**config.mk**
```make
export PLATFORM = sky130hd
export DESIGN_NAME = encode_opnd_bytes_flat
export DESIGN_NICKNAME = d
export VERILOG_FILES = /design/src/rtl/encode_opnd_bytes_if.sv /design/src/rtl/encode_opnd_bytes.sv /design/src/flat_wrapper.sv
export SDC_FILE = /design/constraint.sdc
export NUM_CORES = 1
export LEC_CHECK = 0
export BUFFER_PORTS_ARGS = -buffer_cell sky130_fd_sc_hd__buf_4
export CAP_MARGIN = 15
export CORE_ASPECT_RATIO = 1.25
export CORE_MARGIN = 1
export CORE_UTILIZATION = 50
export DETAILED_ROUTE_END_ITERATION = 10
export GPL_ROUTABILITY_DRIVEN = 0
export PLACE_DENSITY = 0.81
export SLEW_MARGIN = 25
export SYNTH_ARGS = -nofsm -noshare
export SYNTH_HDL_FRONTEND = slang
export SYNTH_SLANG_ARGS = --single-unit
```
**constraint.sdc**
```tcl
create_clock -name clk -period 3.09 [get_ports clk]
set_input_delay 0.4635 -clock clk [delete_from_list [all_inputs] [get_ports clk]]
set_output_delay 0.4635 -clock clk [all_outputs]
set_load 0.05 [all_outputs]
```
**src/rtl/encode_opnd_bytes_if.sv**
```systemverilog
// rtl/encode_opnd_bytes_if.sv - instruction-field and byte-stream bundle for encode_opnd_bytes
//
// Purpose: carries one x86 instruction's fields into the encoder and the
// serialized little-endian byte stream out of it.
// Ports (signals):
//   in_valid/in_ready        instruction handshake (in_ready from encoder)
//   prefix_operand_16bit     0x66 prefix, selects imm16 unless imm_1byte
//   prefix_address_16bit     0x67 prefix, suppresses SIB
//   escape                   0x0F escape before the opcode
//   opcode, modrm, sib       raw bytes; has_modrm qualifies modrm
//   disp_only8/disp_only32   displacement-only forms when has_modrm=0
//   disp, imm                32-bit values, emitted low byte first
//   has_imm, imm_1byte       immediate presence and 1-byte form
//   out_valid/out_ready      byte handshake (out_ready from consumer)
//   out_byte, out_last       current byte and end-of-instruction marker
//   instr_len                byte count of the instruction being emitted
// Modports: master drives the fields and out_ready; slave is the encoder.

interface encode_opnd_bytes_if;
    logic        in_valid;
    logic        in_ready;
    logic        prefix_operand_16bit;
    logic        prefix_address_16bit;
    logic        escape;
    logic [7:0]  opcode;
    logic        has_modrm;
    logic [7:0]  modrm;
    logic [7:0]  sib;
    logic        disp_only8;
    logic        disp_only32;
    logic [31:0] disp;
    logic        has_imm;
    logic        imm_1byte;
    logic [31:0] imm;
    logic        out_valid;
    logic        out_ready;
    logic [7:0]  out_byte;
    logic        out_last;
    logic [3:0]  instr_len;

    modport master (
        output in_valid, prefix_operand_16bit, prefix_address_16bit, escape,
               opcode, has_modrm, modrm, sib, disp_only8, disp_only32, disp,
               has_imm, imm_1byte, imm, out_ready,
        input  in_ready, out_valid, out_byte, out_last, instr_len
    );

    modport slave (
        input  in_valid, prefix_operand_16bit, prefix_address_16bit, escape,
               opcode, has_modrm, modrm, sib, disp_only8, disp_only32, disp,
               has_imm, imm_1byte, imm, out_ready,
        output in_ready, out_valid, out_byte, out_last, instr_len
    );
endinterface

```
**src/rtl/encode_opnd_bytes.sv**
```systemverilog
// rtl/encode_opnd_bytes.sv - serializing x86 instruction encoder, one byte per cycle
//
// Purpose: latches one instruction's fields on accept and emits
// [66][67][0F] opcode [ModR/M][SIB][disp][imm] little-endian, one byte per
// out_valid/out_ready transfer. SIB/disp/imm presence mirrors the decoder.
// Ports:
//   clk    system clock
//   rst_n  asynchronous active-low reset; aborts any instruction in flight
//   bus    encode_opnd_bytes_if.slave (instruction fields in, byte stream out)

module encode_opnd_bytes (
    input  logic               clk,
    input  logic               rst_n,
    encode_opnd_bytes_if.slave bus
);
    // Declaration order matters: next-field selection compares state ordinals.
    typedef enum logic [3:0] {
        IDLE, P66, P67, ESC, OPC, MODRM, SIB, DISP, IMM
    } state_e;

    state_e      state_q;
    logic        p66_q, p67_q, esc_q, has_modrm_q, has_sib_q;
    logic [7:0]  opcode_q, modrm_q, sib_q;
    logic [31:0] disp_q, imm_q;
    logic [2:0]  disp_len_q, imm_len_q;
    logic [1:0]  cnt_q;
    logic [3:0]  pos_q;
    logic [3:0]  instr_len_q;
    logic [7:0]  out_byte_q;
    logic        out_last_q, out_valid_q, in_ready_q;

    // Field decode on the live inputs, used only at the accept edge.
    logic [1:0]  acc_mod;
    logic [2:0]  acc_rm;
    logic        acc_reg_direct, acc_has_sib;
    logic [2:0]  acc_disp_len, acc_imm_len;
    logic [3:0]  acc_len;
    state_e      acc_first;
    logic [7:0]  acc_first_byte;

    always_comb begin
        acc_mod        = bus.modrm[7:6];
        acc_rm         = bus.modrm[2:0];
        acc_reg_direct = bus.has_modrm && (acc_mod == 2'b11);
        acc_has_sib    = bus.has_modrm && !bus.prefix_address_16bit &&
                         !acc_reg_direct && (acc_rm == 3'b100);

        acc_disp_len = 3'd0;
        if (bus.has_modrm) begin
            if (!acc_reg_direct) begin
                if (acc_mod == 2'b10 || (acc_mod == 2'b00 && acc_rm == 3'b101))
                    acc_disp_len = 3'd4;
                else if (acc_mod == 2'b01)
                    acc_disp_len = 3'd1;
            end
        end else if (bus.disp_only32) begin
            acc_disp_len = 3'd4;
        end else if (bus.disp_only8) begin
            acc_disp_len = 3'd1;
        end

        if (!bus.has_imm)                  acc_imm_len = 3'd0;
        else if (bus.imm_1byte)            acc_imm_len = 3'd1;
        else if (bus.prefix_operand_16bit) acc_imm_len = 3'd2;
        else                               acc_imm_len = 3'd4;

        acc_len = {3'd0, bus.prefix_operand_16bit} + {3'd0, bus.prefix_address_16bit} +
                  {3'd0, bus.escape} + 4'd1 + {3'd0, bus.has_modrm} +
                  {3'd0, acc_has_sib} + {1'b0, acc_disp_len} + {1'b0, acc_imm_len};

        if (bus.prefix_operand_16bit) begin
            acc_first      = P66;
            acc_first_byte = 8'h66;
        end else if (bus.prefix_address_16bit) begin
            acc_first      = P67;
            acc_first_byte = 8'h67;
        end else if (bus.escape) begin
            acc_first      = ESC;
            acc_first_byte = 8'h0F;
        end else begin
            acc_first      = OPC;
            acc_first_byte = bus.opcode;
        end
    end

    // Where the FSM goes after the current byte transfers, and that byte's value.
    state_e     state_d;
    logic [1:0] cnt_d;
    logic [7:0] byte_d;

    always_comb begin
        state_d = IMM;
        cnt_d   = 2'd0;
        if (state_q == DISP && ({1'b0, cnt_q} + 3'd1) < disp_len_q) begin
            state_d = DISP;
            cnt_d   = cnt_q + 2'd1;
        end else if (state_q == IMM && ({1'b0, cnt_q} + 3'd1) < imm_len_q) begin
            state_d = IMM;
            cnt_d   = cnt_q + 2'd1;
        end else if (state_q < P67 && p67_q) begin
            state_d = P67;
        end else if (state_q < ESC && esc_q) begin
            state_d = ESC;
        end else if (state_q < OPC) begin
            state_d = OPC;
        end else if (state_q < MODRM && has_modrm_q) begin
            state_d = MODRM;
        end else if (state_q < SIB && has_sib_q) begin
            state_d = SIB;
        end else if (state_q < DISP && disp_len_q != 3'd0) begin
            state_d = DISP;
        end

        case (state_d)
            P66:     byte_d = 8'h66;
            P67:     byte_d = 8'h67;
            ESC:     byte_d = 8'h0F;
            OPC:     byte_d = opcode_q;
            MODRM:   byte_d = modrm_q;
            SIB:     byte_d = sib_q;
            DISP:    byte_d = disp_q[{cnt_d, 3'b000} +: 8];
            IMM:     byte_d = imm_q[{cnt_d, 3'b000} +: 8];
            default: byte_d = 8'h00;
        endcase
    end

    always_ff @(posedge clk or negedge rst_n) begin
        if (!rst_n) begin
            state_q     <= IDLE;
            p66_q       <= 1'b0;
            p67_q       <= 1'b0;
            esc_q       <= 1'b0;
            has_modrm_q <= 1'b0;
            has_sib_q   <= 1'b0;
            opcode_q    <= 8'h00;
            modrm_q     <= 8'h00;
            sib_q       <= 8'h00;
            disp_q      <= 32'h0;
            imm_q       <= 32'h0;
            disp_len_q  <= 3'd0;
            imm_len_q   <= 3'd0;
            cnt_q       <= 2'd0;
            pos_q       <= 4'd0;
            instr_len_q <= 4'd0;
            out_byte_q  <= 8'h00;
            out_last_q  <= 1'b0;
            out_valid_q <= 1'b0;
            in_ready_q  <= 1'b1;
        end else begin
            case (state_q)
                IDLE: begin
                    if (bus.in_valid) begin
                        p66_q       <= bus.prefix_operand_16bit;
                        p67_q       <= bus.prefix_address_16bit;
                        esc_q       <= bus.escape;
                        has_modrm_q <= bus.has_modrm;
                        has_sib_q   <= acc_has_sib;
                        opcode_q    <= bus.opcode;
                        modrm_q     <= bus.modrm;
                        sib_q       <= bus.sib;
                        disp_q      <= bus.disp;
                        imm_q       <= bus.imm;
                        disp_len_q  <= acc_disp_len;
                        imm_len_q   <= acc_imm_len;
                        cnt_q       <= 2'd0;
                        pos_q       <= 4'd0;
                        instr_len_q <= acc_len;
                        state_q     <= acc_first;
                        out_byte_q  <= acc_first_byte;
                        out_last_q  <= (acc_len == 4'd1);
                        out_valid_q <= 1'b1;
                        in_ready_q  <= 1'b0;
                    end
                end
                default: begin
                    if (bus.out_ready) begin
                        if (out_last_q) begin
                            // Always one IDLE cycle before the next accept.
                            state_q     <= IDLE;
                            out_last_q  <= 1'b0;
                            out_valid_q <= 1'b0;
                            in_ready_q  <= 1'b1;
                        end else begin
                            state_q    <= state_d;
                            cnt_q      <= cnt_d;
                            out_byte_q <= byte_d;
                            pos_q      <= pos_q + 4'd1;
                            // Next byte index is pos_q+1; it is last when it equals len-1.
                            out_last_q <= ((pos_q + 4'd2) == instr_len_q);
                        end
                    end
                end
            endcase
        end
    end

    assign bus.in_ready  = in_ready_q;
    assign bus.out_valid = out_valid_q;
    assign bus.out_byte  = out_byte_q;
    assign bus.out_last  = out_last_q;
    assign bus.instr_len = instr_len_q;

endmodule

```
**src/flat_wrapper.sv**
```systemverilog
// flat-port wrapper written by rule: the top's interface ports become plain ports
module encode_opnd_bytes_flat 
  (clk, rst_n, bus_in_valid, bus_prefix_operand_16bit, bus_prefix_address_16bit, bus_escape, bus_opcode, bus_has_modrm, bus_modrm, bus_sib, bus_disp_only8, bus_disp_only32, bus_disp, bus_has_imm, bus_imm_1byte, bus_imm, bus_out_ready, bus_in_ready, bus_out_valid, bus_out_byte, bus_out_last, bus_instr_len);
  encode_opnd_bytes_if bus_i ();
  input  logic clk;
  input  logic rst_n;
  input wire logic [$bits(bus_i.in_valid)-1:0] bus_in_valid;
  input wire logic [$bits(bus_i.prefix_operand_16bit)-1:0] bus_prefix_operand_16bit;
  input wire logic [$bits(bus_i.prefix_address_16bit)-1:0] bus_prefix_address_16bit;
  input wire logic [$bits(bus_i.escape)-1:0] bus_escape;
  input wire logic [$bits(bus_i.opcode)-1:0] bus_opcode;
  input wire logic [$bits(bus_i.has_modrm)-1:0] bus_has_modrm;
  input wire logic [$bits(bus_i.modrm)-1:0] bus_modrm;
  input wire logic [$bits(bus_i.sib)-1:0] bus_sib;
  input wire logic [$bits(bus_i.disp_only8)-1:0] bus_disp_only8;
  input wire logic [$bits(bus_i.disp_only32)-1:0] bus_disp_only32;
  input wire logic [$bits(bus_i.disp)-1:0] bus_disp;
  input wire logic [$bits(bus_i.has_imm)-1:0] bus_has_imm;
  input wire logic [$bits(bus_i.imm_1byte)-1:0] bus_imm_1byte;
  input wire logic [$bits(bus_i.imm)-1:0] bus_imm;
  input wire logic [$bits(bus_i.out_ready)-1:0] bus_out_ready;
  output wire logic [$bits(bus_i.in_ready)-1:0] bus_in_ready;
  output wire logic [$bits(bus_i.out_valid)-1:0] bus_out_valid;
  output wire logic [$bits(bus_i.out_byte)-1:0] bus_out_byte;
  output wire logic [$bits(bus_i.out_last)-1:0] bus_out_last;
  output wire logic [$bits(bus_i.instr_len)-1:0] bus_instr_len;
  assign bus_i.in_valid = bus_in_valid;
  assign bus_i.prefix_operand_16bit = bus_prefix_operand_16bit;
  assign bus_i.prefix_address_16bit = bus_prefix_address_16bit;
  assign bus_i.escape = bus_escape;
  assign bus_i.opcode = bus_opcode;
  assign bus_i.has_modrm = bus_has_modrm;
  assign bus_i.modrm = bus_modrm;
  assign bus_i.sib = bus_sib;
  assign bus_i.disp_only8 = bus_disp_only8;
  assign bus_i.disp_only32 = bus_disp_only32;
  assign bus_i.disp = bus_disp;
  assign bus_i.has_imm = bus_has_imm;
  assign bus_i.imm_1byte = bus_imm_1byte;
  assign bus_i.imm = bus_imm;
  assign bus_i.out_ready = bus_out_ready;
  assign bus_in_ready = bus_i.in_ready;
  assign bus_out_valid = bus_i.out_valid;
  assign bus_out_byte = bus_i.out_byte;
  assign bus_out_last = bus_i.out_last;
  assign bus_instr_len = bus_i.instr_len;
  encode_opnd_bytes u_core (.clk(clk), .rst_n(rst_n), .bus(bus_i));
endmodule
```
==> flow_metrics.tcl <==
set metrics [dict create \
    outcome "finished, final reports clean" \
    syn-mean-instance-area_um2 8.89 \
    ir_worst_vdd_uv 468 \
    synth.lib_cells_used.distinct 63 \
    place_hpwl_mm 11.8 \
    row_count 45 \
    initial_utilization_pct 51.1 \
    first_global_vias 5450 \
    synth_area_leaders "sky130_fd_sc_hd__dfrtp_1, sky130_fd_sc_hd__nand2_1, sky130_fd_sc_hd__mux4_2, sky130_fd_sc_hd__ha_1, sky130_fd_sc_hd__a21oi_1" \
    synth_top_flop_cell "sky130_fd_sc_hd__dfrtp_1" \
    timing_worst_slew_pin_value_ps 788 \
    dr.pass1.iters 6 \
    drt-initial-drc-count 384 \
    cts.sinks 122 \
    hold_fix_buffers_at_cts 0 \
    critical_path.endpoint_type "flop" \
    hold_viol_final 0 \
    gr-total-overflow 0 \
    count_of_final_max_slew_check_failures 0 \
    power_mw 8.35 \
    power.density_cell_area_nw_per_um2 1060 \
    dr_total_vias 5400 \
    die_w_um 101 \
    clock.fmax_ghz 0.352 \
    tritoncts.num_buffers 17 \
    synth-seq-cells 122 \
    drc_violation_count_after_routing 0 \
    synthDominantCellAreaShare_pct 48.9 \
    ys.warnings.count 0 \
    globalRouteTotalUtil_pct 27.6 \
    design.die.area_um2 12800 \
    setup-tns-final_ps 0 \
    reg2regPathDepth 8 \
    h_tree_level_count 4 \
    postSynthNetCount 812 \
    final_area_um2 7870 \
    synth_top_cell_by_area "sky130_fd_sc_hd__dfrtp_1" \
    buffer_ports.inserted 114 \
    critPathMaxFanout 12 \
    wirelength_mm 16.6 \
    clockBufferDepth 2 \
    worst-endpoint-arrival_ps 3140 \
    postCtsSetupRepairBufs 0 \
    final.min_clock_period_ps 2840 \
    tritoncts_clock_tree "yes" \
    synthArstFlopShare_pct 100 \
    maximum_number_of_pins_on_one_net_before_global_route_repair 90 \
    synth_common_cells "sky130_fd_sc_hd__nand2_1, sky130_fd_sc_hd__dfrtp_1, sky130_fd_sc_hd__clkbuf_1, sky130_fd_sc_hd__a21oi_1, sky130_fd_sc_hd__o21ai_0" \
    num-nets-final 920 \
    clk_pin_slew_ps 60 \
    insertion_delay_ps 410 \
    finish.utilization_pct 65.0 \
    synth.yosys.seq_area_share_pct 49.4 \
    final-setup-viol-count 0 \
    min_period_over_period_pct 92.0 \
    ant_nets 0 \
    floorplan.io_pins 115 \
    hold_path_class "primary input to asynchronous set/reset pin" \
    area_delta_synth_final_pct 27.2 \
    wire_per_inst_um 16.9 \
    critical_path_class "flop to flop" \
    core_area_um2 12100 \
    clock-skew-final_ps 5.66 \
    cp_data_required_time_ps 3390 \
    cp-start-kind "flop" \
    cap_viol_max_count 0 \
    post_synth_edffs 0 \
    post_cts.resized_instances 0 \
    rsz0062_at_grt "false" \
    die_h_um 126 \
    antenna_violations_before_repair 0 \
    dpl_cell_area_um2 7200 \
    max-slew-margin-rel_pct 47.1 \
    post_drt_via_cell_ratio 5.50 \
    netlist_instances 696 \
    insertedDiodeCount 0 \
    leakage_nw 4.00 \
    layout-drive-gt1-share_pct 23.0 \
    syn_area_um2 6190 \
    cts.root.buffer_cell "sky130_fd_sc_hd__clkbuf_16" \
    grt_first_pass_wirelength_mm 26.7 \
    synth.most_common_cell "sky130_fd_sc_hd__nand2_1" \
]
-- power breakdown --
group	total, mW	leakage (nW)	switching (mW)	internal [mW]
registers	2.85	1.54	0.542	2.31
clock network	2.22	0.324	0.739	1.48
logic	3.28	2.13	1.91	1.37
-- cell families (layout without fill, tap and decap cells) --
logic type / count (synthesis) / after routing / synth area share [%]
buffers and inverters: 55 / 176 / 4.15
and+or+nand+nor: 377 / 377 / 25.5
adders and majority gates: 16 / 16 / 3.72
xor gates and xnor gates: 9 / 9 / 1.27
DFF: 122 / 122 / 49.4
muxes: 26 / 26 / 6.03
AOI/OAI and AO/OA: 91 / 91 / 9.95
-- critical path, stage by stage (launching register included) --
cell,delay [ps]
sky130_fd_sc_hd__dfrtp_1,430
sky130_fd_sc_hd__ha_1,260
sky130_fd_sc_hd__ha_1,310
sky130_fd_sc_hd__a2111o_1,500
sky130_fd_sc_hd__a21oi_2,280
sky130_fd_sc_hd__buf_4,270
sky130_fd_sc_hd__and2b_2,230
sky130_fd_sc_hd__a21oi_1,130
sky130_fd_sc_hd__a311oi_1,320
-- state kept, by name, summed over array words and instances, names as in the netlist, 2 cells and up --
name                  count
u_core.disp_len_q         2
u_core.modrm_q            8
u_core.state_q            4
u_core.imm_len_q          3
u_core.pos_q              4
u_core.sib_q              8
u_core.cnt_q              2
u_core.imm_q             32
u_core.bus.out_byte       8
u_core.disp_q            32
u_core.bus.instr_len      4
u_core.opcode_q           8
-- area by class of cell --
cell class,instances,area [um^2]
clock buffer,19,453
clock inverter,13,215
fill,928,4240
inverter,17,63.8
multi-input combinational,519,2890
sequential,122,3050
tap,164,205
timing repair buffer,127,991
-- worst paths after layout --
| check | from | to | slack, ps |
|---|---|---|---|
| hold reg to reg | u_core.imm_q[17] | u_core.imm_q[17] | 470 |
| hold / removal | rst_n | u_core.disp_q[18] | 110 |
| min in group clk | bus_imm[18] | u_core.imm_q[18] | 240 |
| max in group asynchronous | rst_n | u_core.opcode_q[5] | 2160 |
| setup / recovery | u_core.cnt_q[0] | u_core.bus.out_byte[2] | 250 |
| setup reg to reg | u_core.cnt_q[0] | u_core.bus.out_byte[2] | 250 |
-- cell usage in the layout (no fill, tap or decap), types with 7 or more instances in the layout --
| cell type | n |
|---|---|
| sky130_fd_sc_hd__buf_4 | 124 |
| sky130_fd_sc_hd__mux2_2 | 7 |
| sky130_fd_sc_hd__mux2i_1 | 11 |
| sky130_fd_sc_hd__o21ai_0 | 21 |
| sky130_fd_sc_hd__dfrtp_1 | 121 |
| sky130_fd_sc_hd__clkbuf_16 | 17 |
| sky130_fd_sc_hd__nor3_1 | 12 |
| sky130_fd_sc_hd__nand2_1 | 304 |
| sky130_fd_sc_hd__a31oi_1 | 9 |
| sky130_fd_sc_hd__mux4_2 | 7 |
| sky130_fd_sc_hd__nor2_1 | 19 |
| sky130_fd_sc_hd__a21oi_1 | 23 |
| sky130_fd_sc_hd__inv_1 | 16 |
| sky130_fd_sc_hd__ha_1 | 12 |
-- stage by stage --
step / hold slack, ps / cells / setup WS [ps]
detailed placement: 459 / 949 / -79.7
global placement: 452 / 949 / -26.7
finish: 109 / 981 / 248
floorplan: 168 / 696 / 172
global route: 173 / 981 / 79.5
CTS: 131 / 981 / 298
-- per-layer routing --
metal	wire length, um	track usage (%)	part of all wire, %	vias to the layer above
li1	-	-	-	2539
met1	6420	33.6	39	2559
met2	8600	46.8	52	253
met3	1130	7.00	6.8	49
met4	478	10.7	2.9	0
met5	0	0	0	-
Power figures use the tool's default switching activity.
